--- src/rtl/pc_fetch_pkg.sv ---
// Shared types for the fetch stage: machine word, PC-mux select and fetch FSM states.
// Also holds the word-alignment helper used when taking a redirect.
package pc_fetch_pkg;

    localparam int WORD_W = 32;

    typedef logic [WORD_W-1:0] rvga_word;

    typedef enum logic {
        pcmux_pc  = 1'b0,
        pcmux_jmp = 1'b1
    } pcmux_selop;

    typedef enum logic [1:0] {
        S_IDLE  = 2'd0,
        S_FETCH = 2'd1,
        S_DROP  = 2'd2
    } fetch_state;

    // Redirect targets are forced onto a word boundary.
    function automatic rvga_word align_word(input rvga_word a);
        return {a[WORD_W-1:2], 2'b00};
    endfunction

endpackage

--- src/rtl/pc_fetch_obuf.sv ---
// One-entry valid/ready output register between fetch and decode.
// Flush beats load, load beats drain; payload is only written on a surviving load.
module fetch_obuf
    import pc_fetch_pkg::*;
(
    input  logic     clk,
    input  logic     rst,
    input  logic     i_load,
    input  rvga_word i_load_pc,
    input  rvga_word i_load_instr,
    input  logic     i_flush,
    input  logic     i_ready,
    output logic     o_valid,
    output rvga_word o_pc,
    output rvga_word o_instr
);

    logic     r_valid;
    rvga_word r_pc;
    rvga_word r_instr;

    always_ff @(posedge clk) begin
        if (rst) begin
            r_valid <= 1'b0;
            r_pc    <= '0;
            r_instr <= '0;
        end else begin
            if (i_flush) begin
                r_valid <= 1'b0;
            end else if (i_load) begin
                r_valid <= 1'b1;
            end else if (r_valid && i_ready) begin
                r_valid <= 1'b0;
            end
            if (i_load && !i_flush) begin
                r_pc    <= i_load_pc;
                r_instr <= i_load_instr;
            end
        end
    end

    assign o_valid = r_valid;
    assign o_pc    = r_pc;
    assign o_instr = r_instr;

endmodule

--- src/rtl/pc_fetch.sv ---
// Fetch PC owner: issues imem requests, applies execute-stage redirects and
// hands {pc, instr} to decode. imem: req held with stable addr until a one-cycle ack.
module pc_fetch
    import pc_fetch_pkg::*;
#(
    parameter rvga_word RESET_PC = 32'h0000_0000,
    parameter rvga_word PC_STEP  = 32'd4
) (
    input  logic       clk,
    input  logic       rst,
    input  pcmux_selop pcmux_sel,
    input  rvga_word   jmp_tgt,
    output logic       imem_req,
    output rvga_word   imem_addr,
    input  logic       imem_ack,
    input  rvga_word   imem_rdata,
    output logic       if_valid,
    input  logic       if_ready,
    output rvga_word   if_pc,
    output rvga_word   if_instr,
    output logic       tgt_misalign,
    output fetch_state dbg_state
);

    fetch_state r_state;
    fetch_state w_next_state;
    rvga_word   r_pc;
    rvga_word   r_addr;
    logic       r_pend;
    logic       r_misalign;

    logic       w_redir;
    logic       w_can_issue;
    logic       w_req;
    rvga_word   w_addr;
    logic       w_load;
    logic       w_obuf_valid;

    assign w_redir     = (pcmux_sel == pcmux_jmp) && (r_state != S_IDLE);
    assign w_can_issue = !w_obuf_valid || if_ready;

    always_ff @(posedge clk) begin
        if (rst) begin
            r_state <= S_IDLE;
        end else begin
            r_state <= w_next_state;
        end
    end

    always_comb begin
        w_next_state = r_state;
        case (r_state)
            S_IDLE:  w_next_state = S_FETCH;
            S_FETCH: begin
                if (w_redir && r_pend && !imem_ack) begin
                    w_next_state = S_DROP;
                end
            end
            S_DROP: begin
                if (imem_ack) begin
                    w_next_state = S_FETCH;
                end
            end
            default: w_next_state = S_IDLE;
        endcase
    end

    // A new request never starts in a redirect cycle; an outstanding one is never withdrawn.
    always_comb begin
        w_req  = 1'b0;
        w_addr = r_pc;
        w_load = 1'b0;
        case (r_state)
            S_FETCH: begin
                w_req  = r_pend || (w_can_issue && !w_redir);
                w_load = w_req && imem_ack && !w_redir;
            end
            S_DROP: begin
                w_req  = 1'b1;
                w_addr = r_addr;
            end
            default: begin
                w_req  = 1'b0;
                w_addr = r_pc;
            end
        endcase
    end

    always_ff @(posedge clk) begin
        if (rst) begin
            r_pc       <= RESET_PC;
            r_addr     <= RESET_PC;
            r_pend     <= 1'b0;
            r_misalign <= 1'b0;
        end else begin
            r_addr     <= w_addr;
            r_misalign <= w_redir && jmp_tgt[1];
            r_pend     <= (r_state == S_FETCH) && w_req && !imem_ack && !w_redir;
            if (w_redir) begin
                r_pc <= align_word(jmp_tgt);
            end else if (w_load) begin
                r_pc <= r_pc + PC_STEP;
            end
        end
    end

    fetch_obuf u_obuf (
        .clk          (clk),
        .rst          (rst),
        .i_load       (w_load),
        .i_load_pc    (w_addr),
        .i_load_instr (imem_rdata),
        .i_flush      (w_redir),
        .i_ready      (if_ready),
        .o_valid      (w_obuf_valid),
        .o_pc         (if_pc),
        .o_instr      (if_instr)
    );

    assign imem_req     = w_req;
    assign imem_addr    = w_addr;
    assign if_valid     = w_obuf_valid;
    assign tgt_misalign = r_misalign;
    assign dbg_state    = r_state;

endmodule
--- config.mk ---
export PLATFORM = sky130hd
export DESIGN_NAME = pc_fetch
export DESIGN_NICKNAME = d
export VERILOG_FILES = /design/src/rtl/pc_fetch_pkg.sv /design/src/rtl/pc_fetch_obuf.sv /design/src/rtl/pc_fetch.sv
export SDC_FILE = /design/constraint.sdc
export NUM_CORES = 1
export LEC_CHECK = 0
export ABC_AREA = 1
export ABC_CLOCK_PERIOD_IN_PS = 2700
export CAP_MARGIN = 20
export CELL_PAD_IN_SITES_DETAIL_PLACEMENT = 0
export CELL_PAD_IN_SITES_GLOBAL_PLACEMENT = 1
export CORE_ASPECT_RATIO = 1.4
export CORE_UTILIZATION = 34
export CTS_BUF_LIST = sky130_fd_sc_hd__clkbuf_4 sky130_fd_sc_hd__clkbuf_8 sky130_fd_sc_hd__clkbuf_16
export DETAILED_ROUTE_END_ITERATION = 16
export GPL_TIMING_DRIVEN = 0
export PLACE_DENSITY_LB_ADDON = 0.08
export SETUP_SLACK_MARGIN = 0.2
export SLEW_MARGIN = 10
export SYNTH_ARGS = -nofsm -noshare
export SYNTH_HDL_FRONTEND = slang
export SYNTH_HIERARCHICAL = 1
export SYNTH_SLANG_ARGS = --single-unit
export TNS_END_PERCENT = 100
--- constraint.sdc ---
create_clock -name clk -period 2.7 [get_ports clk]
set_input_delay 0.27 -clock clk [delete_from_list [all_inputs] [get_ports clk]]
set_output_delay 0.27 -clock clk [all_outputs]
set_load 0.005 [all_outputs]
# == After elaboration in Yosys (flattened, before gate mapping) ==
# Cells that the tools add are included.
# word_totals
input_bits,69
reg_bits,133
# classes
eq_ne,4
muxes,10
n_addsub,1
reduce_logical,23
# ops
cell,count
$mux W32,3
$add A32 B3 Y32 const B,1
$logic_and A1 B1 Y1,12
$pmux W2 S3,1
$reduce_bool A2 Y1,3
$mux W2,2
$ne A2 B2 Y1 const B,2
$logic_not A1 Y1,3
$mux W1,3
$eq A2 B1 Y1 const B,1
$eq A2 B2 Y1 const B,1
$logic_not A2 Y1,1
$logic_or A1 B1 Y1,2
$pmux W1 S2,1
$reduce_and A2 Y1,1
$reduce_or A2 Y1,1

# == Logic depth before layout (Yosys ltp) ==
# Gate-level depths: netlist of the first run.
# logic_depth
ltp_word,10
ltp_mapped,14
ltp_nobuf,13

# == Modules after synthesis ==
# Netlist of the first run, hierarchy kept.
# modules_own_cells
mod,area_each_um2,cells_each,n_inst,seq_area_each_um2
pc_fetch,3530.9,554,1,1321.3
fetch_obuf,2829.0,420,1,1301.2

# == Worst setup path before layout of the first run ==
# OpenSTA, ideal clock, no wires.
# synth_timing
kind,register to register
start,"register r_state[0], in the netlist dbg_state[0]"
end,"register u_obuf.r_instr[0], in the netlist u_obuf/o_instr[0]"
path_slack_ns,0.771
arrival_time_ns,1.816
period_less_slack_ns,1.929
path_buffers,3
path_stages_with_launch,15
cell_sequence,dfxtp_1 -> inv_1 -> ha_1 -> inv_2 -> nand2_4 -> nand2_2 -> nand2_2 -> nand3_4 -> nor2_4 -> buf_6 -> buf_2 -> buf_2 -> nand3_1 -> nand2_1 -> nor2_1
# synth_via
elab_chain_cells,9
word_cells_on_any_way,10
cone_classes,eq/ne (1); mux (1); reduce/logical (8)
# synth_rtl
element,line,rtl
from (decl),pc_fetch.sv:25,fetch_state r_state;
from (signal assigned),pc_fetch.sv:46,r_state <= w_next_state;
$reduce_bool A2 Y1,pc_fetch.sv:39,assign w_redir = (pcmux_sel == pcmux_jmp) && (r_state != S_IDLE);
$logic_and A1 B1 Y1,pc_fetch.sv:39,
$logic_not A1 Y1,"pc_fetch.sv:75, pc_fetch.sv:76",
$logic_and A1 B1 Y1,pc_fetch.sv:75,w_req = r_pend || (w_can_issue && !w_redir);
$logic_or A1 B1 Y1,pc_fetch.sv:75,
$logic_and A1 B1 Y1 (2 in a row),pc_fetch.sv:76,w_load = w_req && imem_ack && !w_redir;
$mux W1 *,pc_fetch.sv:73,case (r_state)
via w_load,pc_fetch.sv:36,logic w_load;
$logic_and A1 B1 Y1 *,pc_fetch_obuf.sv:35,if (i_load && !i_flush) begin
to (signal assigned),pc_fetch_obuf.sv:37,r_instr <= i_load_instr;
to (decl),pc_fetch_obuf.sv:20,rvga_word r_instr;
# Mark *: on every way through the listed nets, which the timed path passes. The rest lies on a longest branch.
# A chain may end at the register's enable or synchronous reset.

# == Worst setup path in the final report of the first run ==
# layout_timing
start,"register r_state[0], in the netlist dbg_state[0]"
end,output imem_addr[30]
# layout_via
elab_chain_cells,2
# layout_rtl
element,line,rtl
$eq A2 B2 Y1,pc_fetch.sv:73,
$mux W32,pc_fetch.sv:73,
to (decl),pc_fetch.sv:14,"output rvga_word imem_addr,"
# No other way between the ends.

==> metrics.cfg, run 1 <==
[clocking]
h-tree-depth = 4
clockBufferDepth = 2
insertion_delay_ns = 0.41
numClockSinks = 131
cts.clk_slew.worst_paths_ns = 0.06
numCtsBuffers = 17
cts-root-buf = clkbuf_16
cts_tree = done

[global_route]
grt_pass1_vias = 5776
grt_antenna_before_repair = 0
grt-ovfl-total = 0
grt_pass1_wl_um = 30400
grt_start_max_net_pins = 17
grtUsageTotal_pct = 20.3

[routing]
ant_nets = 0
drtIter0Drc = 272
vias = 6236
wl_per_cell_um = 13.4
post_drt_via_cell_ratio = 4.41
drc = 0
first_pass_iters = 6
wirelength_um = 19000

[job]
max_cap_viol_count = 0

[synthesis]
ys_types = 28
syn_avg_cell_area_um2 = 6.53
synthCells = 974
ys_warn_count = 6
synth_fp_nets = 1047
synth_seq_cells = 131
seq_area_frac_synth_pct = 41.2
synth_area_mm2 = 0.00636

[layout]
syn_to_final_growth_pct = 41.6
nets = 1239
num-fill-cells = 1960
diodes = 0
multi_input_comb_area_mm2 = 0.00300
layout-drive-gt1-share_pct = 8.60
regArea_mm2 = 0.00262

[timing]
fin_skew_ns = 0.0146
fmax_mhz = 422
min_period_ns = 2.37
hold_viol_final = 0
slew_headroom_pct = 52.2
finalSetupTns_ns = 0
tightest_slew_ns = 0.717
drv_slew = 0
period_share_pct = 87.8
worst_slack_ns = 0.328
rsz0062_at_grt = no
finalSetupViolCount = 0

[placement]
place_ws_ns = 0.108
dp_hpwl_um = 14600
place_congestion = 0.844
numPortBuffers = 168

[pwr]
ir_worst_vdd_v = 0.000346
power_leakage_nw = 4.07
p_per_area_mw_per_mm2 = 833

[setup_path]
critPathLaunchType = flip-flop
cp.arrival_ns = 2.10
ff2ff_path_depth = 14
required_ns = 2.43
crit_chain = inv_2 > ha_1 > buf_4 > inv_6 > buf_8 > nand2_1 > nand2_2 > clkdlybuf4s50_1
crit_path_end_kind = primary output
crit_fanout = 10
cpMaxStageDelayCell = clkdlybuf4s50_1
cpPeakStageDelay_ns = 0.52
crit_type = flip-flop to primary output

[die]
core_mm2 = 0.0181
io_pins = 170
die-area_mm2 = 0.0193
std_cell_rows = 58
die_width_um = 118
start_util_pct = 35.1
die_h_um = 164

[min_path]
min_path_cells = 3
hp-class = input pin to flip-flop

[outcome]
outcome = complete, no violations

==> through the flow <==
step | power [W] | instance area (um2) | std cells | hold slack [ns] | utilization, %
floorplan | 0.00414 | 6360 | 974 | 0.393 | -
global placement | 0.00545 | 8340 | 1382 | 0.459 | 46.0
detailed placement | 0.00547 | 8340 | 1382 | 0.464 | 46.0
CTS | 0.00752 | 8890 | 1411 | 0.372 | 49.0
global route | 0.00803 | 9010 | 1415 | 0.397 | 49.6
finish | 0.00750 | 9010 | 1415 | 0.385 | 49.6
==> where the power goes <==
| part | switching [W] | leakage [nW] | internal [W] |
|---|---|---|---|
| registers | 0.000288 | 1.07 | 0.00234 |
| logic | 0.00148 | 2.74 | 0.00138 |
| clock network | 0.000802 | 0.257 | 0.00121 |
==> cells by family (layout without fill, tap and decap cells) <==
group / after synthesis / in the layout / synth area share, %
buffers and inverters: 173 / 374 / 12.2
xor gates and xnor gates: 13 / 13 / 1.79
AOI/OAI and AO/OA: 82 / 82 / 6.81
DFF: 131 / 131 / 41.2
and+or+nand+nor: 571 / 571 / 37.1
adders and majority gates: 4 / 4 / 0.787
==> routing by layer <==
| layer | share of wire [%] | track usage, % |
|---|---|---|
| met4 | 1.9 | 7.46 |
| met1 | 44 | 23.3 |
| met2 | 51 | 37.2 |
| met5 | 0 | 0 |
| met3 | 3.3 | 3.75 |
==> path summary, 6_finish.rpt <==
path	startpoint	to	slack [ns]
worst max-delay path	dbg_state[0]	imem_addr[30]	0.33
worst min-delay path	jmp_tgt[1]	tgt_misalign	0.38
worst max register to register	dbg_state[0]	u_obuf/o_instr[0]	0.46
worst min register to register	r_addr[22]	r_addr[22]	0.47
==> cells in the mapped netlist (all sizes together) <==
cell	number	share of area, %
a211oi	2	0.24
o21bai	3	0.35
xor2	12	1.7
nor2	182	11
buf	32	3.9
nand4	1	0.098
a31oi	6	0.59
xnor2	1	0.14
nand2	275	17
and2	2	0.20
dfxtp	131	41
o21ai	18	1.4
nand3	108	8.7
inv	124	7.3
a21oi	52	4.1
nor3	3	0.24
clkbuf	17	1.0
a21o	1	0.12
ha	4	0.79
==> layout make-up <==
type	count	share of cell area [%]
Clock buffer	21	5.20
Tap cell	240	3.33
Sequential cell	131	29.1
Multi-Input combinational cell	670	33.3
Buffer	49	4.15
Clock inverter	7	0.417
Timing Repair Buffer	173	19.2
Inverter	124	5.22
==> repair_timing <==
item,in CTS,in global routing
hold buffers,0,0
setup buffers,1,4
gates resized for setup,33,34
endpoints found under the setup margin,33,80
pin swaps,1,2
==> state kept, by name, indices dropped and copies added (netlist names) <==
signal	cells
u_obuf/o_pc	32
u_obuf/o_valid	1
u_obuf/o_instr	32
dbg_state	2
r_pend	1
r_pc	30
r_addr	32
tgt_misalign	1
==> worst max-delay path, delay by kind of cell, from the launching register on <==
| kind | cells | cell delay (ns) |
|---|---|---|
| simple gates | 2 | 0.18 |
| flops | 1 | 0.34 |
| fa+ha+maj | 1 | 0.19 |
| buf+inv | 5 | 0.97 |
==> placed cells by master (no fill, tap or decap), types with 6 or more instances in the layout <==
cell type and n:
nand2_2 11, inv_1 118, a31oi_1 6, buf_4 8, o21ai_0 18, xor2_1 12
a21oi_1 52, nand2_1 262, nor2_1 174, dfxtp_1 130, nand3_1 107, clkbuf_4 9
clkbuf_1 10, buf_2 10, clkdlybuf4s50_1 148, dlygate4sd2_1 13, dlymetal6s2s_1 7, clkbuf_16 17
buf_6 14, clkinv_2 6
Power figures use the tool's default switching activity.
==> run 2, diff against run 1 <==
--- a/config.mk
+++ b/config.mk
@@ -7,7 +7,7 @@
 export LEC_CHECK = 0
 export ABC_AREA = 1
 export ABC_CLOCK_PERIOD_IN_PS = 2700
-export CAP_MARGIN = 20
+export CAP_MARGIN = 25
 export CELL_PAD_IN_SITES_DETAIL_PLACEMENT = 0
 export CELL_PAD_IN_SITES_GLOBAL_PLACEMENT = 1
 export CORE_ASPECT_RATIO = 1.4
==> results of run 2 <==
Final layout, timing and power as in run 1 (identical DEF).
==> variant 1 (flow settings as in run 2) <==
Change the package constant `WORD_W` from 32 to 36.
--- a/src/rtl/pc_fetch_pkg.sv
+++ b/src/rtl/pc_fetch_pkg.sv
@@ -2,7 +2,7 @@
 // Also holds the word-alignment helper used when taking a redirect.
 package pc_fetch_pkg;
 
-    localparam int WORD_W = 32;
+    localparam int WORD_W = 36;
 
     typedef logic [WORD_W-1:0] rvga_word;
 
Interface: changed (5 resized); port bits go from 170 to 190. No check against the original RTL was run, so the function may have changed too.
==> variant 1 against run 2 <==
Wire length is 19% higher. Register-to-register slack worse by 80 ps. Largest power group unchanged. Power is 15% higher. Worst setup slack worse by 32 ps. Global-route usage is 1.3 points higher. Design area is 12% higher. Critical endpoint is now imem_addr[17]. Cell count is 12% higher. Synthesized area is 12% higher. Sequential power is 13% higher. Sequential cell count is 16 higher.
==> variant 1: results (changes against run 2) <==
metric	value	unit	change
status	finished clean		
metal1 wirelength	9.77	mm	+16%
Final #Nets	1394		+13%
fin crit period	2400	ps	+31.9 ps
worst-case clock skew	9.62	ps	-4.99 ps
met1 Use GR	25.0	%	+1.7 points
layout cells sized above 1	8.08	%	-0.51 points
Pwr Total	8660	uW	+15%
vias in the first global route	6842		+18%
CP endpoint	imem_addr[17]		
Comb. pwr	3140	uW	+9.4%
synth cell count leaders	330 x nand2_1, 204 x nor2_1, 147 x dfxtp_1, 120 x inv_1, 106 x nand3_1		
Worst-Margin Slew	700	ps	-16.9 ps
r2r setup slk	380	ps	-80 ps
Leak	0.00436	uW	+7.3%
dpl cells	1543		+12%
Placed Area	9320	sq um	+12%
Peak supply drop	417	uV	+20%
Avg Vias per Cell	4.50		+2.1%
adder-cell share of the synthesized area	0.879	%	+0.092 points
compound-gate portion of the synthesized area	6.40	%	-0.41 points
Signal inverters	127		+2.4%
routed wire length	22.7	mm	+19%
maxcap violations	0		unchanged
Synth Net Count	1181		+13%
synth top area cells	dfxtp_1 41%, nand2_1 17%, nor2_1 11%		
DP Worst Slack	-75.8	ps	-184 ps
wire per inst	14.4	um	+6.9%
DRT Pass-1 Iters	7		+1
fill count	2152		+9.8%
Max Root-Sink Buffers	2		unchanged
Sequential Area	2950	sq um	+12%
internal power	5700	uW	+16%
Yosys cell types	30		+7.1%
met3 wire length	788	um	+25%
Worst Reg-to-Reg Cells	17		+3
clock-cell share of area	6.21	%	+0.60 points
# diodes	0		unchanged
first-pass GRT wire length	36.4	mm	+20%
Final non-clock buffer share	23.0	%	-0.38 points
clk_lat worst skew	430	ps	+20 ps
Clock power frac	29.5	%	+2.7 points
Detailed Route Iter0 Violations	323		+19%
smallest hold slack	396	ps	+11.0 ps
multi-input combinational cell area	3410	sq um	+14%
Synth Area per Inst	6.47	sq um	-0.84%
register area share after synthesis	41.4	%	+0.12 points
R2R Path End	u_obuf/o_instr[35]$_SDFFE_PP0P_		
Yosys reg bits	147		+12%
WP data arrival	2130	ps	+30 ps
All-Layer GR Usage	21.5	%	+1.3 points
post-layout util	49.4	%	-0.25 points
RD Place Congestion	0.811		-3.8%
GR Util met3	3.68	%	-0.068 points
PortBufs	188		+12%
[variant 1: cell types whose count changed after synthesis, moves of 4 or more]
| cell | run 2 | this run |
|---|---|---|
| dfxtp_1 | 131 | 147 |
| nor2_1 | 174 | 204 |
| inv_2 | 3 | 7 |
| buf_6 | 14 | 10 |
| xor2_1 | 12 | 8 |
| buf_2 | 16 | 12 |
| a21oi_1 | 52 | 59 |
| buf_1 | 1 | 11 |
| nand2_1 | 271 | 330 |
| xnor2_1 | 1 | 7 |
[variant 1: worst max-delay path, cell delays in order, from the launching register on]
cell and delay (ps):
dfxtp_2 380, inv_2 60, ha_2 210, inv_4 120, clkbuf_4 210, nand2_1 80, nand2_1 130, clkdlybuf4s50_1 530
[variant 1: repair_timing]
item / 4_1_cts / 5_1_grt
pin swaps: 1 / 1
buffers inserted: 2 / 4
endpoints found under the setup margin: 102 / 103
resized for setup: 24 / 34
==> variant 2 (config.mk and constraints of run 2) <==
Without the edit above. Reset style: asynchronous (`rst`), changed in 3 clocked blocks.
--- a/src/rtl/pc_fetch_obuf.sv
+++ b/src/rtl/pc_fetch_obuf.sv
@@ -19,7 +19,7 @@
     rvga_word r_pc;
     rvga_word r_instr;
 
-    always_ff @(posedge clk) begin
+    always_ff @(posedge clk or posedge rst) begin
         if (rst) begin
             r_valid <= 1'b0;
             r_pc    <= '0;
--- a/src/rtl/pc_fetch.sv
+++ b/src/rtl/pc_fetch.sv
@@ -39,7 +39,7 @@
     assign w_redir     = (pcmux_sel == pcmux_jmp) && (r_state != S_IDLE);
     assign w_can_issue = !w_obuf_valid || if_ready;
 
-    always_ff @(posedge clk) begin
+    always_ff @(posedge clk or posedge rst) begin
         if (rst) begin
             r_state <= S_IDLE;
         end else begin
@@ -86,7 +86,7 @@
         endcase
     end
 
-    always_ff @(posedge clk) begin
+    always_ff @(posedge clk or posedge rst) begin
         if (rst) begin
             r_pc       <= RESET_PC;
             r_addr     <= RESET_PC;
Behaviour: differs if rst is asserted again (counterexample within 4 cycles, from zero or initial values and one cycle with rst high); with rst held inactive, the same outputs for 10 cycles.
==> variant 2 against run 2 <==
Design area up 2.8%. Cell count down 12%. Critical path type unchanged. Critical endpoint is now imem_addr[20]. Sequential cell count unchanged. Worst setup slack worse by 47 ps. Power up 40%. Utilization up 1.6 points. Synthesized area down 0.59%. Wire length down 0.33%. Global-route usage up 0.48 points. Largest cell class is now registers. Non-clock buffer count down 11.
==> variant 2: results (changes against run 2) <==
metric	value	unit	change
met1 Use GR	25.3	%	+2.0 points
WP data arrival	2150	ps	+50 ps
Yosys cell types	26		-7.1%
M2 GR Usage	36.4	%	-0.83 points
multi-input combinational cell area	2710	sq um	-9.7%
Comb. pwr	4570	uW	+59%
slew margin rel.	58.1	%	+5.9 points
PortBufs	168		unchanged
Detailed Route Iter0 Violations	251		-7.7%
met2 routed WL	9.51	mm	-0.97%
GR Util met3	4.60	%	+0.85 points
fin area	9260	sq um	+2.8%
asr flop ratio synth	100	%	+100 points
adder-cell share of the synthesized area	0.792	%	+0.0047 points
Post-Synth XOR/XNOR Area	0.970	%	-0.82 points
layout cells sized above 1	11.4	%	+2.8 points
worst-case clock skew	9.81	ps	-4.80 ps
dpl cells	1219		-12%
first-pass GRT wire length	29.6	mm	-2.5%
synth top area cells	dfrtp_1 52%, nand2_1 20%, nand3_1 11%		
Post-Synthesis Cell Area	6320	sq um	-0.59%
Final non-clock buffer share	22.5	%	-0.91 points
All-Layer GR Usage	20.7	%	+0.48 points
clock-cell share of area	7.08	%	+1.5 points
wire per inst	15.1	um	+13%
# diodes	0		unchanged
Sw Ratio	36.3	%	+2.0 points
Clock power frac	24.5	%	-2.3 points
#MultiIn Comb	577		-14%
vias in the first global route	5542		-4.1%
Peak supply drop	409	uV	+18%
Buffers excl. clock	211		-5.0%
Top Layer Used	met4		
compound-gate portion of the synthesized area	3.34	%	-3.5 points
pin count of the biggest net entering global routing	45		+28
pwr dens	1140	nW/um^2	+36%
DRT Pass-1 Iters	4		-2
via count	5687		-8.8%
DP HPWL	14.5	mm	-1.2%
Final #Nets	1072		-13%
met3 wire length	995	um	+57%
clkbuf count	18		-14%
gate count of the mapped netlist	809		-17%
status	finished clean		
Leak	0.00452	uW	+11%
Signal inverters	61		-51%
RD Place Congestion	0.837		-0.82%
Seq area share	35.4	%	+6.3 points
HP Class	input pin to async pin		
fill count	1810		-7.7%
register area share after synthesis	51.9	%	+11 points
DP Worst Slack	-6.29	ps	-114 ps
final non-filler cell total	1252		-12%
Placed Area	8360	sq um	+0.18%
-- variant 2: worst paths after layout --
path	startpoint	endpoint	slack (ps)	depth (start not counted)
max	dbg_state[0]$_DFFE_PP0P_	imem_addr[20]	280	6
min	rst	u_obuf/o_instr[18]$_DFFE_PP0P_	250	2
max reg2reg	dbg_state[1]$_DFFE_PP0P_	u_obuf/o_pc[28]$_DFFE_PP0P_	410	13
min reg2reg	u_obuf/o_pc[21]$_DFFE_PP0P_	u_obuf/o_pc[21]$_DFFE_PP0P_	470	2
max in group asynchronous	rst	r_pc[23]$_DFFE_PP0P_	1850	3
min in group clk	jmp_tgt[1]	tgt_misalign$_DFF_PP0_	380	3
-- variant 2: what timing repair did --
item                       CTS  global route
setup endpoints to repair   33            29
setup buffers                1             0
gates resized for setup     77            19
-- variant 2: critical path, cell delays in order (launching register included) --
cell and delay, ps:
dfrtp_1 350, inv_1 60, ha_1 210, buf_6 150, clkbuf_8 190, o21ai_2 210
clkdlybuf4s50_1 560
